## src/rtl/posit_regime_scanner_if.sv

```systemverilog
// Operand/result bundle between the operand registers, the regime scanner
// and the exponent/fraction extract stage. Two valid/ready handshakes:
// In* carries raw posits in, Out* carries decoded regime results out.
interface posit_regime_scanner_if #(
    parameter int N  = 32,
    parameter int RS = $clog2(N)
);
    logic         InValid;
    logic         InReady;
    logic [N-1:0] In;
    logic         OutValid;
    logic         OutReady;
    logic         Sign;
    logic [RS:0]  RunLength;
    logic [RS:0]  RegimeK;
    logic [N-2:0] Remainder;
    logic         IsZero;
    logic         IsNaR;

    // Scanner view: consumes operands, produces decoded results.
    modport slave (
        input  InValid, In, OutReady,
        output InReady, OutValid, Sign, RunLength, RegimeK, Remainder, IsZero, IsNaR
    );

    // Producer/consumer view: supplies operands, takes results.
    modport master (
        output InValid, In, OutReady,
        input  InReady, OutValid, Sign, RunLength, RegimeK, Remainder, IsZero, IsNaR
    );
endinterface

```

## src/rtl/posit_regime_scanner.sv

```systemverilog
// Iterative posit regime scanner. Accepts a raw N-bit posit, resolves the
// sign (two's-complementing negative operands), then walks the regime run
// SEG bits per cycle from the MSB. Reports run length, signed regime k and
// the exponent/fraction remainder left-aligned.
//
// Optional feature macro: POSIT_SPECIAL_DETECT_EN
//   defined   - zero and NaR are flagged on accept and skip the scan.
//   undefined - IsZero/IsNaR tie low; zero and NaR scan as all-zero bodies.
module posit_regime_scanner #(
    parameter int N   = 32,
    parameter int ES  = 2,
    parameter int SEG = 4,
    parameter int RS  = $clog2(N)
) (
    input  logic                  clk,
    input  logic                  reset,
    posit_regime_scanner_if.slave bus
);
    // ES is only carried for the downstream extract stage; it joins the
    // legality check so an inconsistent parameter set fails elaboration.
    if (N < 4 || SEG < 1 || SEG > N - 1 || ES < 0) begin : g_param_check
        $error("posit_regime_scanner: illegal N/SEG/ES combination");
    end

    localparam logic [RS:0]  RUN_ONE  = (RS+1)'(1);
    localparam logic [RS:0]  BODY_LEN = (RS+1)'(N - 1);
    localparam logic [N-2:0] BODY_ONE = (N-1)'(1);

    typedef enum logic [1:0] {
        IDLE = 2'd0,
        SCAN = 2'd1,
        DONE = 2'd2
    } state_t;

    state_t       state_q, state_d;
    logic [N-2:0] body_q,  body_d;
    logic         sign_q,  sign_d;
    logic         rc_q,    rc_d;
    logic [RS:0]  run_q,   run_d;
`ifdef POSIT_SPECIAL_DETECT_EN
    logic         iszero_q, iszero_d;
    logic         isnar_q,  isnar_d;
`endif

    logic [N-2:0] body_in;
    logic [RS:0]  seg_cnt;
    logic         seg_term;
    logic [RS:0]  rem_shift;

    // Magnitude body: the low N-1 bits of the two's complement equal the
    // two's complement of the low N-1 bits, so the sign bit never enters.
    assign body_in = bus.In[N-1] ? (~bus.In[N-2:0] + BODY_ONE) : bus.In[N-2:0];

    // Count leading RC bits in the current segment. Bits above run_q were
    // already consumed; the window is clipped at the end of the body.
    always_comb begin
        // NOTE: every variable written in a combinational block gets a default
        // first, so no path through the block can leave a latch behind.
        seg_cnt  = '0;
        seg_term = 1'b0;
        for (int p = 0; p < N - 1; p++) begin
            if (!seg_term && p >= int'(run_q) && p < int'(run_q) + SEG) begin
                if (body_q[N-2-p] == rc_q) begin
                    seg_cnt = seg_cnt + RUN_ONE;
                end else begin
                    seg_term = 1'b1;
                end
            end
        end
    end

    // Next-state and next-operand logic for the IDLE -> SCAN -> DONE loop.
    always_comb begin
        state_d  = state_q;
        body_d   = body_q;
        sign_d   = sign_q;
        rc_d     = rc_q;
        run_d    = run_q;
`ifdef POSIT_SPECIAL_DETECT_EN
        iszero_d = iszero_q;
        isnar_d  = isnar_q;
`endif
        unique case (state_q)
            IDLE: begin
                if (bus.InValid) begin
                    body_d  = body_in;
                    sign_d  = bus.In[N-1];
                    rc_d    = body_in[N-2];
                    run_d   = '0;
                    state_d = SCAN;
`ifdef POSIT_SPECIAL_DETECT_EN
                    // Zero and NaR both have an all-zero body with RC=0, so
                    // run=0 already yields RegimeK=0 and Remainder=0.
                    iszero_d = (bus.In == '0);
                    isnar_d  = (bus.In == {1'b1, {(N-1){1'b0}}});
                    if (iszero_d || isnar_d) begin
                        state_d = DONE;
                    end
`endif
                end
            end
            SCAN: begin
                run_d = run_q + seg_cnt;
                if (seg_term || run_d == BODY_LEN) begin
                    state_d = DONE;
                end
            end
            DONE: begin
                if (bus.OutReady) begin
                    state_d = IDLE;
                end
            end
            default: state_d = IDLE;
        endcase
    end

    // State and operand registers; reset clears everything so outputs read 0.
    always_ff @(posedge clk) begin
        // NOTE: non-blocking assignments make every register sample the
        // pre-edge values, independent of statement order.
        if (reset) begin
            state_q  <= IDLE;
            body_q   <= '0;
            sign_q   <= 1'b0;
            rc_q     <= 1'b0;
            run_q    <= '0;
`ifdef POSIT_SPECIAL_DETECT_EN
            iszero_q <= 1'b0;
            isnar_q  <= 1'b0;
`endif
        end else begin
            state_q  <= state_d;
            body_q   <= body_d;
            sign_q   <= sign_d;
            rc_q     <= rc_d;
            run_q    <= run_d;
`ifdef POSIT_SPECIAL_DETECT_EN
            iszero_q <= iszero_d;
            isnar_q  <= isnar_d;
`endif
        end
    end

    // Shifting out the run plus its terminator leaves exponent/fraction
    // left-aligned; a run of N-1 shifts everything out.
    assign rem_shift = run_q + RUN_ONE;

    assign bus.InReady   = (state_q == IDLE);
    assign bus.OutValid  = (state_q == DONE);
    assign bus.Sign      = sign_q;
    assign bus.RunLength = run_q;
    assign bus.RegimeK   = rc_q ? (run_q - RUN_ONE) : (-run_q);
    assign bus.Remainder = body_q << rem_shift;
`ifdef POSIT_SPECIAL_DETECT_EN
    assign bus.IsZero    = iszero_q;
    assign bus.IsNaR     = isnar_q;
`else
    assign bus.IsZero    = 1'b0;
    assign bus.IsNaR     = 1'b0;
`endif
endmodule

```

## src/flat_wrapper.sv

```systemverilog
// flat-port wrapper written by rule: the top's interface ports become plain ports
module posit_regime_scanner_flat 
#(
    parameter int N   = 32,
    parameter int ES  = 2,
    parameter int SEG = 4,
    parameter int RS  = $clog2(N)
)
  (clk, reset, bus_InValid, bus_In, bus_OutReady, bus_InReady, bus_OutValid, bus_Sign, bus_RunLength, bus_RegimeK, bus_Remainder, bus_IsZero, bus_IsNaR);
  posit_regime_scanner_if #(.N(N), .RS(RS)) bus_i ();
  input  logic clk;
  input  logic reset;
  input wire logic [$bits(bus_i.InValid)-1:0] bus_InValid;
  input wire logic [$bits(bus_i.In)-1:0] bus_In;
  input wire logic [$bits(bus_i.OutReady)-1:0] bus_OutReady;
  output wire logic [$bits(bus_i.InReady)-1:0] bus_InReady;
  output wire logic [$bits(bus_i.OutValid)-1:0] bus_OutValid;
  output wire logic [$bits(bus_i.Sign)-1:0] bus_Sign;
  output wire logic [$bits(bus_i.RunLength)-1:0] bus_RunLength;
  output wire logic [$bits(bus_i.RegimeK)-1:0] bus_RegimeK;
  output wire logic [$bits(bus_i.Remainder)-1:0] bus_Remainder;
  output wire logic [$bits(bus_i.IsZero)-1:0] bus_IsZero;
  output wire logic [$bits(bus_i.IsNaR)-1:0] bus_IsNaR;
  assign bus_i.InValid = bus_InValid;
  assign bus_i.In = bus_In;
  assign bus_i.OutReady = bus_OutReady;
  assign bus_InReady = bus_i.InReady;
  assign bus_OutValid = bus_i.OutValid;
  assign bus_Sign = bus_i.Sign;
  assign bus_RunLength = bus_i.RunLength;
  assign bus_RegimeK = bus_i.RegimeK;
  assign bus_Remainder = bus_i.Remainder;
  assign bus_IsZero = bus_i.IsZero;
  assign bus_IsNaR = bus_i.IsNaR;
  posit_regime_scanner #(.N(N), .ES(ES), .SEG(SEG), .RS(RS)) u_core (.clk(clk), .reset(reset), .bus(bus_i));
endmodule
```

## config.mk

```make
export PLATFORM = sky130hd
export DESIGN_NAME = posit_regime_scanner_flat
export DESIGN_NICKNAME = d
export VERILOG_FILES = /design/src/rtl/posit_regime_scanner_if.sv /design/src/rtl/posit_regime_scanner.sv /design/src/flat_wrapper.sv
export SDC_FILE = /design/constraint.sdc
export NUM_CORES = 1
export LEC_CHECK = 0
export CELL_PAD_IN_SITES_DETAIL_PLACEMENT = 1
export CELL_PAD_IN_SITES_GLOBAL_PLACEMENT = 2
export CORE_ASPECT_RATIO = 1.4
export CORE_UTILIZATION = 36
export CTS_BUF_LIST = sky130_fd_sc_hd__clkbuf_2
export DETAILED_ROUTE_END_ITERATION = 6
export PLACE_DENSITY = 0.81
export SLEW_MARGIN = 20
export SYNTH_ARGS = -nofsm -noshare
export SYNTH_HDL_FRONTEND = slang
export SYNTH_SLANG_ARGS = --single-unit
```

## constraint.sdc

```tcl
create_clock -name clk -period 22.8 [get_ports clk]
set_clock_uncertainty 0.1 [all_clocks]
set_input_delay 4.56 -clock clk [delete_from_list [all_inputs] [get_ports clk]]
set_output_delay 4.56 -clock clk [all_outputs]
set_load 0.02 [all_outputs]
```

; ---- Word level (Yosys, flattened, before mapping)
; Index checks and enable logic that the tools add are counted.
[op_classes]
add_sub_neg = 36
mul = 0
div_mod_pow = 0
magnitude_cmp = 62
n_eq_ne = 37
shifts = 1
muxes = 132
bitwise_logic = 1
reduce_logical = 97
[ops]
columns = cell, count
row1 = "6-bit by 32-bit < comparator with 1-bit output, first input constant", 15
row2 = 6-bit 2-to-1 mux, 62
row3 = "5-bit by 32-bit < comparator with 1-bit output, first input constant", 8
row4 = "6-bit by 1-bit adder with 6-bit output, second input constant", 31
row5 = "4-bit by 32-bit < comparator with 1-bit output, first input constant", 4
row6 = "5-bit by 6-bit greater-or-equal comparator with 1-bit output, first input constant", 15
row7 = "3-bit by 32-bit < comparator with 1-bit output, first input constant", 2
row8 = 1-bit 2-to-1 mux, 64
row9 = 1-bit logical AND, 61
row10 = "4-bit by 6-bit greater-or-equal comparator with 1-bit output, first input constant", 8
row11 = "1-bit by 32-bit < comparator with 1-bit output, first input constant", 1
row12 = "2-bit by 32-bit < comparator with 1-bit output, first input constant", 1
row13 = "31-bit by 1-bit adder with 31-bit output, second input constant", 1
row14 = 1-bit == test, 31
row15 = 31-bit 2-to-1 mux, 1
row16 = 31-bit NOT, 1
row17 = 31-bit by 6-bit << shifter with 31-bit output, 1
row18 = 1-bit zero test, 30
row19 = "3-bit by 6-bit greater-or-equal comparator with 1-bit output, first input constant", 4
row20 = "1-bit by 6-bit greater-or-equal comparator with 1-bit output, first input constant", 2
row21 = "2-bit by 6-bit greater-or-equal comparator with 1-bit output, first input constant", 2
row22 = 6-bit one-hot mux with 2 select lines, 1
row23 = "6-bit by 3-bit adder with 7-bit output, second input constant", 1
row24 = 6-bit adder, 1
row25 = other kinds (14), 18
[word_totals]
ff_bits = 41
latchBits = 0
mem_bits_rw = 0
romBits = 0
inputBits = 36
out_inout_bits = 48
elab_cells = 371
n_memories = 0

; ---- Longest topological paths before layout
; Gate-level depths: netlist of run 1.
[logic_depth]
ltp_word = 129
ltp_mapped = 111
mapped_depth_nobuf = 109

; ---- Least setup slack after synthesis of run 1
; No wires, ideal clock.
[synth_path]
path_type = register to register
from = register u_core.run_q[0] (netlist: u_core.bus.RunLength[0])
to = register u_core.state_q[1]
setup_ns = 0.128
arrival_time_ns = 19.508
required_time_ns = 22.572
slack_ns = 3.064
stages_incl_launch_ff = 109
path_buffers = 2
period_less_slack_ns = 19.736
cell_sequence = dfxtp_1 inv_2 clkbuf_1 ha_1 clkbuf_1 nand2_1 nor3_1 ha_1 mux2i_1 inv_2 ha_1 or3_1 nand2_1 nand2_1 nand2_1 mux2i_1 ha_1 nand2_1 [73 not listed] nor2_1 a21oi_1 ha_1 a21o_1 a21oi_1 o21bai_1 a21oi_1 xor2_1 xnor2_1 xnor2_1 xnor2_1 xnor2_1 xnor3_1 xnor2_1 xnor3_1 a221oi_2 a2bb2oi_1 nor2_1
[synth_between]
elab_chain_len = 129
word_cells_on_any_way = 311
classes_between = add/sub: 32 / order compare: 62 / eq/ne: 2 / mux: 122 / reduce/logical: 93
[synth_lines]
columns = item, line_no
row1 = "start, declared", posit_regime_scanner.sv:39  ; logic [RS:0] run_q, run_d;
row2 = "start signal, assigned", posit_regime_scanner.sv:136  ; run_q <= run_d;
row3 = branches (longest 126 deep; another with 1-bit by 32-bit < comparator with 1-bit output), --
row4 = 1-bit logical OR (*), posit_regime_scanner.sv:104  ; if (seg_term || run_d == BODY_LEN) begin
row5 = 2-bit by 1-bit != test with 1-bit output (no line) (*), --
row6 = 3-bit AND reduction (no line) (*), --
row7 = "end signal, assigned", posit_regime_scanner.sv:132  ; state_q <= state_d;
row8 = "end, declared", posit_regime_scanner.sv:35  ; state_t state_q, state_d;
; Mark *: on every way between the ends.
; A chain may end at the register's enable or synchronous reset.

; ---- Final worst setup path of run 1
; Same ends and word-level chain as after synthesis.

==> results of run 1 <==
-- cell families (layout without fill, tap and decap cells) --
group                      Yosys count  after routing  share of synthesized area (%)
buffers and inverters              153            178                           5.25
other                                1              3                         0.0318
and+or+nand+nor                    725            725                           30.6
xor gates and xnor gates           211            211                           18.5
DFF                                 40             40                           6.79
adders and majority gates           50             50                           5.33
AOI/OAI and AO/OA                  457            457                           26.7
muxes                               63             63                           6.79
-- sequential cells by signal (all words and copies together) (netlist names) --
signal / cells
u_core.state_q: 2
u_core.body_q: 30
u_core.bus.Sign: 1
u_core.bus.RunLength: 6
u_core.rc_q: 1
-- cells in the mapped netlist, types with 7 or more instances --
cell type | count | area, sq um
nand3b_1 | 9 | 67.6
ha_1 | 47 | 588
nor3_1 | 57 | 285
o211ai_1 | 18 | 135
nor2b_1 | 21 | 131
nor4_1 | 12 | 75.1
o21ai_0 | 70 | 350
a211oi_1 | 53 | 398
xor2_1 | 71 | 622
nand4_1 | 14 | 87.6
o21a_1 | 10 | 75.1
inv_1 | 48 | 180
o211a_1 | 10 | 100
or2_2 | 7 | 43.8
inv_2 | 7 | 26.3
and2_1 | 26 | 163
mux2i_1 | 35 | 350
a21oi_1 | 108 | 541
nor4b_1 | 7 | 61.3
or4_1 | 8 | 60.1
nor2_1 | 189 | 709
nand3_1 | 55 | 275
a221oi_1 | 8 | 70.1
or3_1 | 26 | 163
clkbuf_1 | 70 | 263
mux2_2 | 16 | 180
a21o_1 | 11 | 82.6
mux4_2 | 12 | 270
xnor2_2 | 10 | 163
xnor2_1 | 110 | 963
o31ai_1 | 19 | 143
xor2_2 | 7 | 114
buf_1 | 9 | 33.8
dfxtp_1 | 40 | 801
o22ai_1 | 19 | 119
a211o_1 | 8 | 70.1
nor3b_1 | 7 | 52.6
buf_2 | 13 | 65.1
a31oi_1 | 19 | 119
a2111oi_0 | 9 | 78.8
nand2b_1 | 28 | 175
and3_1 | 24 | 150
nand2_1 | 200 | 751
-- critical path: cells and delay by family (launching register included) --
kind	cells	cell delay (ns)
mux	3	0.72
fa+ha+maj	17	5.64
buf+inv	6	0.75
compound gates	33	5.38
xor+xnor	19	3.77
simple gates	23	4.36
flops	1	0.41
-- repair_timing --
action / 4_1_cts / 5_1_grt
setup buffers: 0 / 11
gates resized for setup: 0 / 43
endpoints found under the setup margin: 0 / 3
-- placed cells by master (no fill, tap or decap), types with 8 or more instances in the layout --
| cell type | count |
|---|---|
| a211o_1 | 8 |
| a211oi_1 | 53 |
| a21o_1 | 11 |
| a21oi_1 | 106 |
| a31oi_1 | 19 |
| and2_1 | 25 |
| and3_1 | 24 |
| buf_4 | 31 |
| clkdlybuf4s50_1 | 81 |
| dfxtp_1 | 35 |
| ha_1 | 43 |
| inv_1 | 45 |
| mux2_2 | 16 |
| mux2i_1 | 34 |
| mux4_2 | 12 |
| nand2_1 | 200 |
| nand2b_1 | 28 |
| nand3_1 | 55 |
| nand3b_1 | 9 |
| nand4_1 | 14 |
| nor2_1 | 188 |
| nor2b_1 | 20 |
| nor3_1 | 54 |
| nor4_1 | 10 |
| o211a_1 | 10 |
| o211ai_1 | 18 |
| o21a_1 | 10 |
| o21ai_0 | 68 |
| o22ai_1 | 18 |
| o31ai_1 | 19 |
| or3_1 | 26 |
| or4_1 | 8 |
| xnor2_1 | 106 |
| xnor2_2 | 13 |
| xor2_1 | 68 |
| xor2_2 | 10 |
-- layout make-up --
| class | instances | area, sq um |
|---|---|---|
| diodes | 1 | 2.50 |
| clock buffers | 5 | 25.0 |
| clock inverters | 3 | 47.5 |
| fillers | 4157 | 19000 |
| inverters | 56 | 226 |
| multi-input cells | 1508 | 10600 |
| flip-flops and latches | 40 | 812 |
| well taps | 440 | 551 |
| repair buffers | 114 | 1070 |
-- worst max-delay path by stage --
stage | from | end | slack, ns
after detailed placement | u_core.bus.RunLength[3] | u_core.state_q[1] | 0.30
final | u_core.bus.RunLength[0] | u_core.state_q[1] | 1.58
after global placement | u_core.bus.RunLength[3] | u_core.state_q[1] | 0.86
after floorplan | u_core.bus.RunLength[0] | u_core.state_q[1] | 3.06
after CTS | u_core.bus.RunLength[3] | u_core.state_q[1] | 0.14
after global routing | u_core.bus.RunLength[2] | u_core.state_q[1] | -0.04
-- per-stage QoR --
stage	hold WS [ns]	setup WS (ns)	utilization [%]	setup TNS, ns	std cells
floorplan	0.381	3.06	-	0	1701
global placement	0.350	0.861	40.1	0	2147
detailed placement	0.363	0.302	40.1	0	2147
CTS	0.400	0.140	40.3	0	2155
global route	0.433	-0.0376	41.2	-0.0528	2167
finish	0.392	1.58	41.2	0	2167
-- per-layer routing --
metal  wire [microns]  GRT usage [%]  vias to the layer above  share of wire [%]
li1                 -              -                     6244                  -
met1            17300           28.5                     6243                 40
met2            23300           49.4                      259                 53
met3             1220           1.36                       91                2.8
met4             1740           10.9                        0                4.0
met5                0              0                        -                  0
==> results.md, run 1 <==
* Outcome: complete, no violations
* Max-slew violations at 0
* Share of cells above drive strength 1 at 10.5%
* Clk sinks at 40
* Data required time of the worst path at 23.07 ns
* Yosys reg bits at 40
* Die Area at 33500 sq um
* Worst slew margin at 26.1%
* Clock Latency Late Sink at 0.45 ns
* CP Capture Type: register
* First-pass detailed-route iteration total at 4
* First-pass GRT wire length at 68900 microns
* CP max stage delay at 0.52 ns
* Worst-path clk slew at 0.23 ns
* GRT overflow at 0
* Hold Violations, Final at 0
* Core area at 32300 sq um
* Placed inst area at 12900 sq um
* CTS tree: done
* Clock tree buffer depth at 2
* Largest fanout on the critical path at 43
* Asr flop ratio synth at 0%
* Antenna-violating nets left at 0
* Vias in the first global route at 13036
* Post-synthesis cell count at 1700
* R2R depth at 101
* Cell Area, Synth at 11800 sq um
* Die W at 155 microns
* Worst slew pin tran at 1.10 ns
* Data arrival time of the worst path at 21.49 ns
* Synth Flop Type: dfxtp_1
* Largest net degree at the start of global routing at 64
* EDFF count, synth at 0
* PortBufs at 81
* Hpwl dp at 35700 microns
* DIE HEIGHT at 216 microns
* Seq/Total Area, Yosys at 6.79%
* Final setup viols at 0
* CP most frequent cell: ha_1
* Reg-to-reg slack, setup at 1.58 ns
* Hold Path Cell Cnt at 2
* # IOs at 84
* 1st-iter DRT viols at 507
* Hold path start: u_core.bus.Sign
* Final Instance Area at 13300 sq um
* Global-route usage over all layers at 25.6%
* Fin crit period at 21.22 ns
* Startpoint Class: register
* Final worst path period share at 93.1%
* Number of remaining DRC errors at 0
* Worst R2R Start: u_core.bus.RunLength[0]
* Initial antenna violation count at 1
* Hold_buf cts at 0
* RD Place Congestion at 0.937
* Cell Rows at 78
* Average wire per standard cell at 20.1 microns
* Clock root buffer: clkbuf_2
* Via count at 12837
* Hold Path End: u_core.bus.Sign
* DRT Wirelength at 43700 microns
* H-tree levels at 2
* Initial core utilization at 36.5%
* Tightest Hold Check Type: register to register
* Cts bufs inserted at 5
* Final nets at 1809
* Avg Cell Area, Syn at 6.94 sq um
* WS Path Type: register to register
* Max Cap Violations at 0
* Max Fclk at 47.1 MHz
* Synth warn at 0
* Synth unique cells at 112
* Via/cell ratio at 5.92
* RR Endpoint: u_core.state_q[1]
* Area added between synthesis and finish at 12.8%
* Crit-path slowest cell: or4_1
Power of run 1 is not shown: default switching activity piles up to over one toggle a cycle in this logic, so the estimate is an artifact.
==> run 2, diff against run 1 <==
- CELL_PAD_IN_SITES_DETAIL_PLACEMENT: 1 -> 2
==> results.md, run 2 (synthesis gave the netlist of run 1 again) <==
* Via/cell ratio at 6.18
* Max Cap Violations at 0
* 1st-iter DRT viols at 590
* Largest net degree at the start of global routing at 64
* Most common cell after layout, fill and taps aside: nand2_1
* Antenna-violating nets left at 0
* Util after Layout at 41.9%
* Worst Setup SP: u_core.bus.RunLength[1]
* Tightest Hold Check Type: register to register
* Worst-path clk slew at 0.25 ns
* Number of flip-flops in the largest register at 30
* Initial core utilization at 36.5%
* CP delay by family, top: compound AO/OA/AOI/OAI gates
* Clk sinks at 40
* First-pass detailed-route iteration total at 5
* Startpoint Class: register
* Cts bufs inserted at 5
* Final setup viols at 0
* CTS tree: done
* Data arrival time of the worst path at 22.38 ns
* Setup_tns at 0 ns
* Most frequent cells in the layout: 200 x nand2_1, 188 x nor2_1, 105 x xnor2_1
* Vias in the first global route at 14281
* Core area at 32300 sq um
* Clock Latency Late Sink at 0.44 ns
* Max Fclk at 45.2 MHz
* Final Instance Area at 13500 sq um
* CP max stage delay at 0.47 ns
* Outcome: complete, no violations
* Die W at 155 microns
* Via count at 13507
* Fin crit period at 22.13 ns
* Final nets at 1828
* Worst R2R Start: u_core.bus.RunLength[1]
* Hold_buf cts at 0
* First-pass GRT wire length at 77100 microns
* Initial antenna violation count at 1
* Area added between synthesis and finish at 14.7%
* Hold path start: u_core.bus.Sign
* Final worst path period share at 97.0%
* Cell Rows at 78
* Worst slew pin tran at 1.09 ns
* DIE HEIGHT at 216 microns
* Hpwl dp at 39800 microns
* Clock root buffer: clkbuf_2
* Average wire per standard cell at 23.4 microns
* WS Path Type: register to register
* Biggest register: u_core.body_q
* Worst slew margin at 27.2%
* Clock tree buffer depth at 2
* Placed inst area at 12900 sq um
* Die Area at 33500 sq um
* H-tree levels at 2
* Global-route usage over all layers at 28.6%
* Share of cells above drive strength 1 at 12.3%
* CP most frequent cell: ha_1
* Max-slew violations at 0
* Hold Violations, Final at 0
* Data required time of the worst path at 23.06 ns
* RD Place Congestion at 0.937
* # IOs at 84
* Number of remaining DRC errors at 0
* Buffer and inverter count on the worst path at 5
* CP Capture Type: register
* GRT overflow at 0
* PortBufs at 81
* DRT Wirelength at 51200 microns
* Crit-path slowest cell: or3_1
* Largest fanout on the critical path at 7
## run 2: path summary, 6_finish.rpt
check | slack [ns] | endpoint | cells after the start
worst max-delay path | 0.67 | u_core.state_q[1] | 106
worst min-delay path | 0.39 | u_core.bus.Sign | 2
worst min register to register | 0.39 | u_core.bus.Sign | 2
worst max register to register | 0.67 | u_core.state_q[1] | 106
## run 2: timing repair
| action | CTS | global route |
|---|---|---|
| setup buffers | 0 | 30 |
| gates resized for setup | 10 | 54 |
| pin swaps | 0 | 9 |
| endpoints found under the setup margin | 3 | 3 |
## run 2: metal layers
| layer | wire length [microns] | GRT usage [%] | vias to the layer above |
|---|---|---|---|
| li1 | - | - | 6262 |
| met1 | 19700 | 31.3 | 6802 |
| met2 | 28100 | 56.4 | 326 |
| met3 | 1280 | 1.16 | 117 |
| met4 | 2100 | 11.9 | 0 |
| met5 | 0 | 0 | - |
## run 2: cell type report
cell class,count,area (sq um)
Sequential cell,40,812
Clock inverter,3,18.8
Tap cell,440,551
Antenna cell,1,2.50
Timing Repair Buffer,133,1210
Inverter,56,229
Multi-Input combinational cell,1508,10700
Fill cell,3842,18800
Clock buffer,5,25.0
## run 2: per-stage QoR
step / hold slack [ns] / instances / setup WS (ns)
finish: 0.387 / 2186 / 0.673
global placement: 0.350 / 2147 / 0.861
global route: 0.418 / 2186 / -0.289
floorplan: 0.381 / 1701 / 3.06
CTS: 0.394 / 2155 / 0.0142
detailed placement: 0.360 / 2147 / -0.329
## run 2: worst reg2reg max path, delay by kind of cell (launching register included)
family	cells	cell delay, ns
compound gates	41	7.38
fa+ha+maj	17	5.15
xor+xnor	18	3.77
simple gates	19	3.06
mux	6	1.42
buf+inv	5	0.71
flops	1	0.43
Power of run 2 is left out for the same reason.
==> run 3, diff against run 2 <==
- CTS_CLUSTER_SIZE: not set -> 28
- GPL_TIMING_DRIVEN: not set -> 0
- SKIP_CTS_REPAIR_TIMING: not set -> 1
==> results.md, run 3 (synthesis gave the netlist of run 1 again) <==
* Outcome: complete, no violations
* DIE HEIGHT at 216 microns
* Cts bufs inserted at 5
* Worst-path clk slew at 0.22 ns
* Clock root buffer: clkbuf_2
* PortBufs at 80
* Worst slew margin at 21.0%
* First-pass GRT wire length at 78300 microns
* Reg-to-reg slack, setup at 0.78 ns
* GR Util met1 at 31.2%
* Final setup viols at 0
* Fillcell total at 3938
* DRT Wirelength at 50600 microns
* Antenna-violating nets left at 0
* Hpwl dp at 41200 microns
* Share of cells above drive strength 1 at 11.8%
* Most common cell after layout, fill and taps aside: nand2_1
* Via/cell ratio at 6.02
* 1st-iter DRT viols at 394
* Via count at 13562
* CP max stage delay at 0.45 ns
* CP Capture Type: register
* Cell Rows at 78
* Number of flip-flops in the largest register at 30
* Die W at 155 microns
* Largest net degree at the start of global routing at 13
* Hold Violations, Final at 0
* Die Area at 33500 sq um
* Initial core utilization at 36.5%
* RD Place Congestion at 0.916
* Grt met2 use at 58.5%
* Core area at 32300 sq um
* Final Instance Area at 13700 sq um
* Final worst path period share at 96.6%
* H-tree levels at 2
* WS Path Type: register to register
* M3 GR Usage at 1.14%
* Area added between synthesis and finish at 16.3%
* Startpoint Class: register
* Clock Latency Late Sink at 0.49 ns
* Tightest Hold Check Type: register to register
* Gr busiest metal: met2
* Data required time of the worst path at 23.10 ns
* Crit-path slowest cell: or3_1
* Clk sinks at 40
* Most frequent cells in the layout: 200 x nand2_1, 187 x nor2_1, 104 x xnor2_1
* Final nets at 1896
* CTS tree: done
* Worst slew pin tran at 1.18 ns
* Vias in the first global route at 14631
* Global-route usage over all layers at 29.2%
* Fin crit period at 22.02 ns
* CP most frequent cell: ha_1
* Clock tree buffer depth at 2
* Initial antenna violation count at 1
* Placed inst area at 13100 sq um
* Largest fanout on the critical path at 10
* Max-slew violations at 0
* Number of remaining DRC errors at 0
* Max Fclk at 45.4 MHz
* Max Cap Violations at 0
* # IOs at 84
* Data arrival time of the worst path at 22.32 ns
* Biggest register: u_core.body_q
* First-pass detailed-route iteration total at 6
* Average wire per standard cell at 22.5 microns
* GRT overflow at 0
run 3: cell count changes in the layout (fill, tap and decap cells not counted), sizes merged:
cell	previous run	this run
clkbuf	6	72
buf	51	54
clkinvlp	5	4
clkdlybuf4s50	81	80
run 3: final timing paths:
check / cells past startpoint / end / from
worst max-delay path: 106 / u_core.state_q[1] / u_core.bus.RunLength[2]
worst min-delay path: 2 / u_core.bus.Sign / u_core.bus.Sign
worst max register to register: 106 / u_core.state_q[1] / u_core.bus.RunLength[2]
worst min register to register: 2 / u_core.bus.Sign / u_core.bus.Sign
run 3: final cells by class:
class,instances,area [sq um],share of cell area [%]
multi-input cells,1508,10700,77.8
clock buffers,5,25.0,0.183
flip-flops and latches,40,816,5.95
clock inverters,2,12.5,0.0913
diodes,1,2.50,0.0183
repair buffers,105,988,7.21
inverters,56,226,1.65
plain buffers,96,423,3.08
well taps,440,551,4.02
run 3: stage by stage:
step / setup slack [ns] / hold WS [ns] / TNS, ns / std cells / utilization (%)
after global routing: -0.499 / 0.406 / -1.24 / 2253 / 42.4
after detailed placement: -2.37 / 0.362 / -6.71 / 2221 / 40.7
after CTS: -2.57 / 0.394 / -7.32 / 2228 / 40.8
final: 0.776 / 0.387 / 0 / 2253 / 42.4
after floorplan: 3.06 / 0.381 / 0 / 1701 / -
after global placement: -1.65 / 0.353 / -4.54 / 2221 / 40.7
run 3: worst max-delay path: cells and delay by family, from the launching register on:
family	cells	cell delay, ns
buf+inv	4	0.55
simple gates	24	3.61
compound gates	35	6.13
xor+xnor	18	4.01
flops	1	0.40
mux	7	1.45
fa+ha+maj	18	5.64
run 3: layer usage:
metal  share of wire (%)  wire length [microns]
met3                 2.0                   1040
met2                  55                  27900
met5                   0                      0
met4                 3.9                   1960
met1                  39                  19800
Power of run 3 is left out for the same reason.
